[config.mk]
export PLATFORM = sky130hd
export DESIGN_NAME = piso_arb_ctrl
export DESIGN_NICKNAME = d
export VERILOG_FILES = /design/src/rtl/piso_arb_pkg.sv /design/src/rtl/piso_shreg.sv /design/src/rtl/piso_arb_ctrl.sv
export SDC_FILE = /design/constraint.sdc
export NUM_CORES = 1
export LEC_CHECK = 0
export CAP_MARGIN = 20
export CORE_MARGIN = 3
export CORE_UTILIZATION = 35
export CTS_CLUSTER_SIZE = 16
export DETAILED_ROUTE_END_ITERATION = 7
export SYNTH_ARGS = -nofsm -noshare
export SYNTH_HDL_FRONTEND = slang
export SYNTH_SLANG_ARGS = --single-unit
[constraint.sdc]
create_clock -name clk -period 1.9 [get_ports clk]
set_clock_uncertainty 0.2 [all_clocks]
set_input_delay 0.38 -clock clk [delete_from_list [all_inputs] [get_ports clk]]
set_output_delay 0.38 -clock clk [all_outputs]
set_load 0.02 [all_outputs]
[src/rtl/piso_arb_pkg.sv]
// Shared types and helpers for the two-requester arbitrated PISO serializer.
package piso_arb_pkg;

  typedef enum logic [1:0] {
    IDLE  = 2'd0,
    SHIFT = 2'd1,
    GAP   = 2'd2
  } state_t;

  // ceil(log2(n)), minimum 1, for the bit counter width
  function automatic int cnt_width(input int n);
    int w;
    w = 1;
    while ((1 << w) < n) w++;
    return w;
  endfunction

endpackage

[src/rtl/piso_shreg.sv]
// N-bit parallel-load shift register, MSB-first serial output, zero fill on shift.
module piso_shreg #(
  parameter int N = 4
) (
  input  logic         clk,
  input  logic         rst,
  input  logic         load,
  input  logic         shift,
  input  logic [N-1:0] din,
  output logic         sout
);

  logic [N-1:0] sh;

  always_ff @(posedge clk or posedge rst) begin
    if (rst)        sh <= '0;
    else if (load)  sh <= din;
    else if (shift) sh <= {sh[N-2:0], 1'b0};
  end

  assign sout = sh[N-1];

endmodule

[src/rtl/piso_arb_ctrl.sv]
// Round-robin arbiter between two word sources feeding one MSB-first serializer,
// with a programmable idle gap between words.
module piso_arb_ctrl
  import piso_arb_pkg::*;
#(
  parameter int N   = 4,
  parameter int GAP = 1
) (
  input  logic         clk,
  input  logic         rst,
  input  logic         req0_valid,
  input  logic [N-1:0] req0_data,
  input  logic         req1_valid,
  input  logic [N-1:0] req1_data,
  output logic         req0_ready,
  output logic         req1_ready,
  output logic         sout,
  output logic         sout_en,
  output logic         grant_id,
  output logic         busy,
  output logic         done
);

  localparam int CW = cnt_width(N);
  localparam logic [CW-1:0] LAST     = CW'(N - 1);
  localparam logic [3:0]    GAP_LAST = 4'(GAP - 1);

  state_t         state, state_next;
  logic           ptr, ptr_next;
  logic [CW-1:0]  cnt, cnt_next;
  logic [3:0]     gap_cnt, gap_cnt_next;
  logic           grant_next, sout_en_next, busy_next, done_next;
  logic           xfer, win_id;
  logic [N-1:0]   win_data;

  // ptr = 0 favours req0 under contention; a lone valid always wins
  always_comb begin
    req0_ready = 1'b0;
    req1_ready = 1'b0;
    if (state == IDLE) begin
      if (req0_valid && (!req1_valid || !ptr)) req0_ready = 1'b1;
      else if (req1_valid)                     req1_ready = 1'b1;
    end
  end

  assign xfer     = req0_ready || req1_ready;
  assign win_id   = req1_ready;
  assign win_data = req1_ready ? req1_data : req0_data;

  always_ff @(posedge clk or posedge rst) begin
    if (rst) state <= IDLE;
    else     state <= state_next;
  end

  always_comb begin
    state_next = state;
    unique case (state)
      IDLE:  if (xfer) state_next = SHIFT;
      SHIFT: if (cnt == LAST) state_next = (GAP == 0) ? IDLE : piso_arb_pkg::GAP;
      piso_arb_pkg::GAP: if (gap_cnt == GAP_LAST) state_next = IDLE;
      default: state_next = IDLE;
    endcase
  end

  // Next values of the registered outputs, derived from the upcoming state
  always_comb begin
    cnt_next     = cnt;
    gap_cnt_next = gap_cnt;
    ptr_next     = ptr;
    grant_next   = grant_id;
    if (xfer) begin
      cnt_next   = '0;
      ptr_next   = ~win_id;
      grant_next = win_id;
    end else if (state == SHIFT && cnt != LAST) begin
      cnt_next = cnt + CW'(1);
    end
    if (state == SHIFT)                  gap_cnt_next = '0;
    else if (state == piso_arb_pkg::GAP) gap_cnt_next = gap_cnt + 4'd1;
    sout_en_next = (state_next == SHIFT);
    busy_next    = (state_next != IDLE);
    done_next    = (state_next == SHIFT) && (cnt_next == LAST);
  end

  always_ff @(posedge clk or posedge rst) begin
    if (rst) begin
      ptr      <= 1'b0;
      cnt      <= '0;
      gap_cnt  <= '0;
      grant_id <= 1'b0;
      sout_en  <= 1'b0;
      busy     <= 1'b0;
      done     <= 1'b0;
    end else begin
      ptr      <= ptr_next;
      cnt      <= cnt_next;
      gap_cnt  <= gap_cnt_next;
      grant_id <= grant_next;
      sout_en  <= sout_en_next;
      busy     <= busy_next;
      done     <= done_next;
    end
  end

  // Shifting on the final bit edge leaves the register zero, so sout idles low
  piso_shreg #(
    .N(N)
  ) u_shreg (
    .clk  (clk),
    .rst  (rst),
    .load (xfer),
    .shift(state == SHIFT),
    .din  (win_data),
    .sout (sout)
  );

endmodule
* Yosys cells after proc, flatten, opt, wreduce, memory -nomap -nowiden *
Cells that the tools add are included.
W data, S select, Z words.

storage, ports and cells
  bits in latches = 0
  input bits = 12
  word-level logic and storage cells = 46
  memory bits (read-only) = 0
  RAM bits = 0
  output and inout bits = 7
  register bits after elaboration = 17
  memories kept = 0

operators by class
  mux-type cells = 16
  reductions and logical operators = 12
  bitwise operators = 1
  equality and inequality tests = 6
  shifts and indexed selects = 0
  order comparisons = 0
  divide/modulo/power cells = 0
  add/subtract/negate cells = 2
  multiply operators = 0

operators with widths
  operator               count
  $mux W4                5
  $mux W2                5
  $eq A2 B2 Y1 const B   3
  $pmux W2 S3            1
  $reduce_bool A2 Y1     3
  $mux W1                5
  $add A4 B1 Y4 const B  1
  $eq A2 B1 Y1 const B   2
  $logic_not A4 Y1       1
  $logic_and A1 B1 Y1    3
  $add A2 B1 Y2 const B  1
  $logic_not A1 Y1       2
  $logic_not A2 Y1       1
  $logic_or A1 B1 Y1     2
  $ne A2 B2 Y1 const B   1
  $not A1 Y1             1

* Logic depth before layout (Yosys ltp) *
Gate-level depths: netlist of the first run.

  depth after elaboration = 10
  gate-level depth with buffers = 6
  mapped depth without buffers = 6

* Cells and area by module *
A second synthesis of the first run with hierarchy kept.

second synthesis, totals
  cells, all modules = 87
  area total of the unflattened synthesis = 915.9 um2

by module, submodules not included
  module         seq. area each (um2)  instances  area each (um2)  cells an instance
  piso_arb_ctrl  325.3                 1          740.7            70
  piso_shreg     100.1                 1          175.2            17

* Worst setup path after synthesis of the first run *
Ideal clock, no wire load.

  path kind = register to register
  start = reg state[0]
  end = reg u_shreg.sh[1]
  setup slack = 0.134 ns
  cell stages (with the launch flop) = 7
  data arrival time = 1.439 ns
  period minus slack after synthesis = 1.766 ns
  buffers on the path = 0
  setup time = 0.127 ns
  required time = 1.573 ns
  cells stage by stage = dfrtp_1 inv_1 ha_1 nand2_1 a21oi_2 mux2i_1 a21oi_1

on the way
  cells in the longest elaborated chain, start to end = 4
  elaborated cells between the ends (all ways) = 8
  classes of those cells = eq/ne: 1; mux: 4; reduce/logical: 3

RTL lines
  item                                           RTL line                                  source
  from (decl)                                    piso_arb_ctrl.sv:28                       state_t state, state_next;
  from (signal assigned)                         piso_arb_ctrl.sv:52                       else state <= state_next;
  $logic_not A2 Y1 *                             piso_arb_ctrl.sv:40                       if (state == IDLE) begin
  $mux W1 *                                      piso_arb_ctrl.sv:40
  named net req1_ready                           piso_arb_ctrl.sv:16                       output logic req1_ready,
  $mux W4 or $logic_or A1 B1 Y1 (tied branches)  piso_arb_ctrl.sv:48, piso_arb_ctrl.sv:46
  $mux W4 or $reduce_bool A2 Y1 (tied branches)  n/a
  to (signal assigned)                           piso_shreg.sv:17                          else if (load) sh <= din;
  to (signal assigned)                           piso_shreg.sv:18                          else if (shift) sh <= {sh[N-2:0], 1'b0};
  to (decl)                                      piso_shreg.sv:13                          logic [N-1:0] sh;

The timed path passes the listed nets; every way through them passes the cells marked *.
A chain may end at the register's enable or synchronous reset.

* Final worst setup path of the first run *
  start = reg state[1]
  end = out req1_ready

on the way
  cells in the longest elaborated chain, start to end = 2

RTL lines
  item              RTL line
  $logic_not A2 Y1  piso_arb_ctrl.sv:40
  $mux W1           piso_arb_ctrl.sv:40
  to (decl)         piso_arb_ctrl.sv:16

Every way passes these cells.

==> flow_summary.toml, run 1 <==
[logic_synthesis]
synth_edf_count = 0
synth-seq-cells = 17
synth.area.top_cells = "dfrtp_1 (48%), ha_1 (9.8%), a21oi_1 (5.6%)"
synth_commonest_cells = "dfrtp_1 (17), a21oi_1 (10), inv_1 (9)"
async_reset_ff_share_pct = 100
yosysTopAreaCell = "dfrtp_1"
ys.warnings.count = 0
syn-num-nets = 109
synth.avg_cell_area_um2 = 9.88
ys_types = 25
syn-instance-count = 90
syn_area_um2 = 890
yosysMostFrequentCell = "dfrtp_1"
synth-main-ff-cell = "dfrtp_1"
ys_seq_area_share_pct = 47.8
netlist.area_leader.share_pct = 47.8

[routing]
drc = 0
wire_per_inst_um = 13.0
drt-vias-per-instance = 4.94
first_pass_iters = 4
wirelength_um = 2030
vias = 770
ant_nets = 0
dr.first_iter.drc_count = 12

[final_layout]
layout.cells.non_filler = 156
num_antenna_cells = 0
drive_gt1_share_pct = 30.5
final_core_util_pct = 56.3
fin_area_um2 = 1310
syn_to_final_growth_pct = 46.7
nets = 148

[critical_path]
cp.required_ps = 1320
cp-start-kind = "flip-flop"
criticalPathCategory = "flip-flop to primary output"
critPathTopFamily = "flip-flops"
cp_max_fo = 3
path_buf_inv = 2
arrival_ps = 1300
worst_r2r_path_depth = 7
path_cells = "inv_2, ha_4, nand2_2, a21oi_2, buf_4"
critPathCaptureType = "primary output"
cp_num_cells = 5
slowest_stage = "dfrtp_1"
critPathMaxStageDelay_ps = 420

[timing]
max_freq_mhz = 531
rsz0062_at_grt = "true"
hold_viol_final = 0
min_period_ps = 1880
worst_pin_slew_ps = 271
slew_violations = 0
setup-tns-final_ps = 0
worst_slack_ps = 18.2
holdWs_ps = 201
period_share_pct = 99.0
setup_viol = 0
slew_headroom_pct = 81.8

[placed_design]
hpwl_um = 1540
dp.cells = 149
portBuffers = 18
dp_worst_setup_slack_ps = -417
gp_congestion = 0.806
postPlaceCellArea_um2 = 1210

[status]
status = "complete, no violations"

[clocking]
clock_latency_ps = 300
cts_tree = "yes"
root_buffer = "clkbuf_4"
clock_path_buffers = 2
cts_sinks = 17
cts_buffers = 3
h-tree-depth = 1
cts_hold_buf = 0
clk_transition_reported_paths_ps = 110

[floorplan]
dieArea_um2 = 3180
row_count = 17
chipHeight_um = 56.4
io_pins = 19
core-area_um2 = 2320
start_util_pct = 38.4
die_width_um = 56.4

[grt]
grt_max_degree = 18
grt_pass1_vias = 782
overflow = 0
grt_usage_pct = 13.7
grt_pass1_wl_um = 3460
antenna_found_initial = 0

[power]
powerDensity_nw_per_um2 = 1530
finalPower_mw = 1.99
p_leak_nw = 0.599
peakVddDrop_v = 0.000815

[hold_path]
min_path_type = "primary input to asynchronous set/reset pin"

[run]
drv_cap = 0
[power by group]
group	internal [mW]	switching, mW	total (mW)
logic	0.599	0.567	1.17
registers	0.524	0.107	0.631
clock network	0.0783	0.119	0.197
[cells in the final DEF, fill, tap and decap left out]
master	count
a211o_1	1
a211oi_1	4
a21oi_1	7
a21oi_2	4
a221o_1	1
and2b_2	1
buf_4	19
buf_6	1
clkbuf_4	3
clkdlybuf4s50_1	15
clkinv_2	1
dfrtp_1	17
dlymetal6s2s_1	1
ha_1	5
ha_2	1
ha_4	1
inv_1	7
inv_2	2
mux2_2	1
mux2i_1	3
nand2_1	6
nand2_2	2
nand2b_1	1
nand2b_4	1
nand3_1	1
nor2_1	6
nor2b_1	4
nor3b_1	2
nor4_2	1
o21a_1	1
o21ai_0	5
o22ai_1	1
o31ai_2	1
xnor2_1	1
[worst reg2reg max path, stage by stage (launching register included)]
cell and delay (ps):
dfrtp_1 390, inv_2 70, buf_4 130, ha_2 160, and2b_2 220, nand2b_4 140
mux2_2 270, nor4_2 150
[per-layer routing]
layer | up-vias | routed length [um] | GRT usage (%)
li1 | 384 | - | -
met1 | 372 | 862 | 16.5
met2 | 12 | 1080 | 24.5
met3 | 2 | 68 | 4.14
met4 | 0 | 13 | 2.03
met5 | - | 0 | 0
[layout make-up]
| type | instances | area (um^2) |
|---|---|---|
| Multi-Input combinational cell | 62 | 467 |
| Clock inverter | 1 | 5.00 |
| Inverter | 9 | 33.8 |
| Tap cell | 28 | 35.0 |
| Timing Repair Buffer | 36 | 317 |
| Fill cell | 213 | 1010 |
| Clock buffer | 3 | 22.5 |
| Sequential cell | 17 | 425 |
[logic make-up (layout without fill, tap and decap cells)]
kind of cell,Yosys count,after routing,share of synthesized area (%)
fa+ha+maj,7,7,9.84
mux,4,4,4.64
compound gates,25,25,17.3
xor+xnor,1,1,0.985
simple gates,25,25,14.6
flops,17,17,47.8
buf+inv,11,49,4.78
[flip-flops by register name, indices dropped and copies added (netlist names)]
register,count
gap_cnt,4
u_shreg.sh,4
cnt,2
state,2
busy,1
done,1
grant_id,1
ptr,1
sout_en,1
[repair_timing]
item                                    4_1_cts  5_1_grt
resized for setup                            15       10
pin swaps                                     0        2
setup buffers                                 2        1
endpoints found under the setup margin        2        7
[final timing paths]
| path | startpoint | to | slack (ps) |
|---|---|---|---|
| setup / recovery | state[1]$_DFF_PP0_ | req1_ready | 20 |
| hold / removal | rst | u_shreg.sh[0]$_DFFE_PP0P_ | 200 |
| min in group clk | grant_id$_DFFE_PP0P_ | grant_id$_DFFE_PP0P_ | 340 |
| max in group asynchronous | rst | u_shreg.sh[1]$_DFFE_PP0P_ | 1090 |
| hold reg to reg | grant_id$_DFFE_PP0P_ | grant_id$_DFFE_PP0P_ | 340 |
| setup reg to reg | state[1]$_DFF_PP0_ | done$_DFF_PP0_ | 70 |
(Power assumes the default switching activity.)
==> inputs of run 2 (changes only) <==
CAP_MARGIN = not set   (was 20)
==> results of run 2 <==
The final DEF is identical to that of run 1; final timing and power are the same.
